==> src/rtl/fetch_ctrl.sv <==
// fetch_ctrl: instruction-fetch sequencer that owns the PC and feeds decode through a one-entry output slot.
// Latency: one cycle from the PC on imem_addr to out_valid; a redirect costs exactly one bubble.
// Backpressure: while out_valid && !out_ready the slot and the PC hold; a redirect squashes the slot.
//
// Ports:
//   clk, rst_n        - clock (rising edge), asynchronous active-low reset
//   start             - one-cycle pulse, leaves IDLE and begins fetching
//   imem_addr         - byte address to instruction memory (always the PC)
//   imem_instr        - instruction word returned combinationally for imem_addr
//   out_valid/ready   - handshake to decode; out_pc/out_instr carry the fetched word
//   redirect_valid    - taken branch/jump; redirect_target is the next PC (bits [1:0] dropped)
//   halted            - high while in HALTED
//   fetch_count       - saturating count of completed handshakes
module fetch_ctrl #(
  parameter logic [31:0] RESET_PC   = 32'h0000_0000,
  parameter int          IMEM_WORDS = 32
) (
  input  logic        clk,
  input  logic        rst_n,
  input  logic        start,
  output logic [31:0] imem_addr,
  input  logic [31:0] imem_instr,
  output logic        out_valid,
  input  logic        out_ready,
  output logic [31:0] out_pc,
  output logic [31:0] out_instr,
  input  logic        redirect_valid,
  input  logic [31:0] redirect_target,
  output logic        halted,
  output logic [15:0] fetch_count
);

  localparam logic [31:0] LIMIT = 32'(IMEM_WORDS * 4);

  typedef enum logic [1:0] {
    S_IDLE,
    S_RUN,
    S_HALTED
  } state_t;

  state_t      r_state;
  logic [31:0] r_pc;
  logic        r_out_valid;
  logic [31:0] r_out_pc;
  logic [31:0] r_out_instr;
  logic        r_halted;
  logic [15:0] r_fetch_count;

  logic        w_handshake;
  logic        w_slot_free;
  logic        w_at_limit;
  logic [31:0] w_redir_pc;

  assign w_handshake = r_out_valid && out_ready;
  assign w_slot_free = !r_out_valid || out_ready;
  assign w_at_limit  = (r_pc >= LIMIT);
  assign w_redir_pc  = redirect_target & 32'hFFFF_FFFC;

  always_ff @(posedge clk or negedge rst_n) begin
    if (!rst_n) begin
      r_state       <= S_IDLE;
      r_pc          <= RESET_PC;
      r_out_valid   <= 1'b0;
      r_out_pc      <= 32'h0;
      r_out_instr   <= 32'h0;
      r_halted      <= 1'b0;
      r_fetch_count <= 16'h0;
    end else begin
      // Handshakes count in every state, including the cycle of a redirect.
      if (w_handshake && (r_fetch_count != 16'hFFFF)) begin
        r_fetch_count <= r_fetch_count + 16'd1;
      end

      // Default drain of the slot; a load below overrides this.
      if (w_handshake) begin
        r_out_valid <= 1'b0;
      end

      case (r_state)
        S_IDLE: begin
          if (redirect_valid) begin
            r_pc <= w_redir_pc;
          end
          if (start) begin
            r_state <= S_RUN;
          end
        end

        S_RUN: begin
          if (redirect_valid) begin
            // Squash whatever sits in the slot; the target is fetched next cycle.
            r_pc        <= w_redir_pc;
            r_out_valid <= 1'b0;
          end else if (w_at_limit) begin
            r_state  <= S_HALTED;
            r_halted <= 1'b1;
          end else if (w_slot_free) begin
            r_out_pc    <= r_pc;
            r_out_instr <= imem_instr;
            r_out_valid <= 1'b1;
            r_pc        <= r_pc + 32'd4;
          end
        end

        S_HALTED: begin
          if (redirect_valid) begin
            r_pc        <= w_redir_pc;
            r_out_valid <= 1'b0;
            r_state     <= S_RUN;
            r_halted    <= 1'b0;
          end
        end

        default: begin
          r_state  <= S_IDLE;
          r_halted <= 1'b0;
        end
      endcase
    end
  end

  assign imem_addr   = r_pc;
  assign out_valid   = r_out_valid;
  assign out_pc      = r_out_pc;
  assign out_instr   = r_out_instr;
  assign halted      = r_halted;
  assign fetch_count = r_fetch_count;

endmodule

==> config.mk <==
export PLATFORM = sky130hd
export DESIGN_NAME = fetch_ctrl
export DESIGN_NICKNAME = d
export VERILOG_FILES = /design/src/rtl/fetch_ctrl.sv
export SDC_FILE = /design/constraint.sdc
export NUM_CORES = 1
export LEC_CHECK = 0
export CORE_MARGIN = 1
export CORE_UTILIZATION = 40
export DETAILED_ROUTE_END_ITERATION = 8
export GPL_TIMING_DRIVEN = 1
export PLACE_DENSITY_LB_ADDON = 0.3
export SLEW_MARGIN = 20
export SYNTH_ARGS = -nofsm -noshare
export SYNTH_HDL_FRONTEND = slang
export SYNTH_SLANG_ARGS = --single-unit
==> constraint.sdc <==
create_clock -name clk -period 2.9 [get_ports clk]
set_clock_uncertainty 0.2 [all_clocks]
set_input_delay 0.87 -clock clk [delete_from_list [all_inputs] [get_ports clk]]
set_output_delay 0.87 -clock clk [all_outputs]
set_load 0.02 [all_outputs]
==> impl_metrics.csv <==
group,metric,value,unit
synthesis,avgSynthCellArea,10.61,um2
final_layout,nNetsFinal,758,
clock_tree,cts_resized,0,
global_routing,grt_remaining_overflow,0,
setup_path,r2r-end,"out_instr[12]$_DFFE_PN0P_",
timing,slew_headroom,0.5404,
final_layout,seqCellArea,2803,um2
timing,finalHoldViolations,0,
worst_hold_path,hp-class,"input pin to async pin",
clock_tree,cts_buffers,9,
setup_path,cp-end-kind,"output port",
timing,whs,0.1825,ns
synthesis,syn_inst,502,
final_layout,final_common_cell,"clkdlybuf4s50_1",
status,outcome,"finished, final reports clean",
global_routing,grt_util_all_layers,0.2062,
clock_tree,post_cts_buffers,0,
setup_path,slowest_delay,0.68,ns
final_layout,drive_gt1_frac,0.08576,
setup_path,critPathLaunchType,"flip-flop",
drt,wirelength,13800,um
floorplan,die_y,117.4,um
timing,setup_violations,0,
floorplan,ios,183,
synthesis,synth-main-ff-cell,"dfrtp_1",
place,globalplace.congestion,0.9056,
floorplan,coreArea,12820,um2
setup_path,crit_start,"imem_addr[5]$_DFFE_PN0P_",
pwr,irDropWorstVdd,594.0,uV
global_routing,grt_max_degree,38,
synthesis,yosysWarnings,0,
floorplan,die_x,117.4,um
synthesis,ys_types,57,
final_layout,syn_to_final_growth,44.43,%
synthesis,synth_area,5328,um2
timing,worst_pin_slew,0.6831,ns
drt,drcViolationCount,0,
setup_path,rr_startpoint,"imem_addr[20]$_DFFE_PN0P_",
setup_path,reg2reg_depth,6,
place,hpwl,10140,um
timing,max_freq,378.7,MHz
floorplan,rows,41,
synthesis,synth_seq_cells,112,
global_routing,antenna_found_initial,0,
pwr,p_leak,3.385,nW
global_routing,grt_pass1_vias,4613,
clock_tree,cts_tree,"built",
timing,maxSlewViolCount,0,
clock_tree,ctsRootBufferMaster,"clkbuf_16",
setup_path,cp_top_family,"buffers and inverters",
drt,ant_nets,0,
drt,viasPerCell,5.471,
setup_path,slowest_stage,"clkdlybuf4s50_1",
clock_tree,path_clk_slew,0.07,ns
final_layout,antenna_cells,0,
setup_path,arrival,1.57,ns
clock_tree,hold_buffers,0,
drt,num_vias,4705,
setup_path,crit_type,"flip-flop to output port",
final_layout,multiInputGateArea,2312,um2
synthesis,yosysSeqAreaShare,0.5261,
synthesis,synthArstFlopShare,1.000,
synthesis,synth-edff-count,0,
floorplan,dieArea,13790,um2
timing,fin_setup_tns,0,ns
setup_path,cp_max_fo,10,
final_layout,fillers,1076,
drt,firstDrtPassIters,5,
clock_tree,numClockSinks,112,
pwr,p_per_area,756.3,nW/um2
timing,min_period,2.641,ns
drt,drt_iter0_drc,245,
final_layout,fin_util,0.6000,
timing,grt_setup_unrepaired,"false",
setup_path,r2r_setup_slack,0.33,ns
final_layout,final_cell_mix,"clkdlybuf4s50_1, dfrtp_1, mux2_1",
timing,finalCritPeriodShare,0.9107,
job,cap_violations,0,
setup_path,path_buf_inv,1,
setup_path,crit_chain,"clkdlybuf4s50_1",
clock_tree,insertion_delay,0.34,ns
clock_tree,h-tree-depth,3,
place,numPortBuffers,176,
drt,detail_route.wl_per_cell,16.04,um
floorplan,start_util,0.4154,
setup_path,crit_required,1.83,ns
clock_tree,cts.path.max_buffers,2,
global_routing,grt_pass1_wl,23130,um
## worst reg2reg max path: stages, from the launching register on
cell     delay [ns]
dfrtp_1        0.44
nor4_1         0.49
nand3_1        0.16
nor3_2         0.29
and3_2         0.31
buf_12         0.22
mux2_1         0.36
## metrics by stage
step	cell area (um2)	power, W	std cells	worst slack, ns
floorplan	5339	0.003503	505	0.5385
global placement	7390	0.004487	844	0.02998
detailed placement	7390	0.004548	844	0.01528
CTS	7695	0.005827	860	0.2432
global route	7695	0.006171	860	0.06128
finish	7695	0.005819	860	0.2591
## report_power, final
part           switching (W)  internal, W
clock network       0.000574     0.000681
registers           0.000394      0.00179
logic                0.00131      0.00107
total                0.00228      0.00354
## worst max-delay path by stage
stage	endpoint	slack (ns)	depth (start not counted)
5_1_grt	out_instr[0]$_DFFE_PN0P_	0.06	6
2_1_floorplan	out_pc[6]$_DFFE_PN0P_	0.54	8
3_5_place_dp	imem_addr[31]$_DFFE_PN0P_	0.02	7
6_report	imem_addr[5]	0.26	1
4_1_cts	imem_addr[5]	0.24	1
3_3_place_gp	imem_addr[30]$_DFFE_PN0P_	0.03	7
## flip-flops by register name (all words and copies together), names as in the netlist
name,flops
out_instr,32
imem_addr,30
out_pc,30
fetch_count,16
r_state,2
halted,1
out_valid,1
## cells by family (layout without fill, tap and decap cells)
family	Yosys count	after routing	share of synthesized area
AND/OR/NAND/NOR	168	168	0.1729
AO/OA/AOI/OAI	116	116	0.1322
flip-flops	112	112	0.5261
buffers and inverters	44	227	0.04509
multiplexers	41	41	0.08596
XOR/XNOR	14	14	0.02302
adder cells (fa/ha/maj)	6	6	0.01409
other	1	4	0.0007039
## Yosys cell counts, types with 10 or more instances
cell type	count	area (um2)
mux2_1	37	416.7
o22ai_1	11	68.82
nand2_1	36	135.1
a31oi_1	24	150.1
o21ai_0	28	140.1
dfrtp_1	112	2803
nor2b_1	26	162.7
inv_1	10	37.54
nor2_1	17	63.81
nor4_1	11	68.82
nand3_1	18	90.09
nand4_1	20	125.1
clkbuf_1	14	52.55
a21oi_1	31	155.2
## area by class of cell
cell class                      instances  area share
Timing Repair Buffer                  201      0.2628
Tap cell                              172     0.02797
Clock inverter                          7     0.01041
Clock buffer                            9     0.02927
Sequential cell                       112      0.3642
Inverter                               10    0.004878
Multi-Input combinational cell        349      0.3005
## metal layers
metal,part of all wire,vias to the layer above,track usage
li1,-,2193,-
met1,0.44,2276,0.2820
met2,0.49,223,0.3321
met3,0.062,13,0.03356
met4,0.010,0,0.06899
met5,0,-,0
Note: power is estimated with default switching activity, not from simulation.
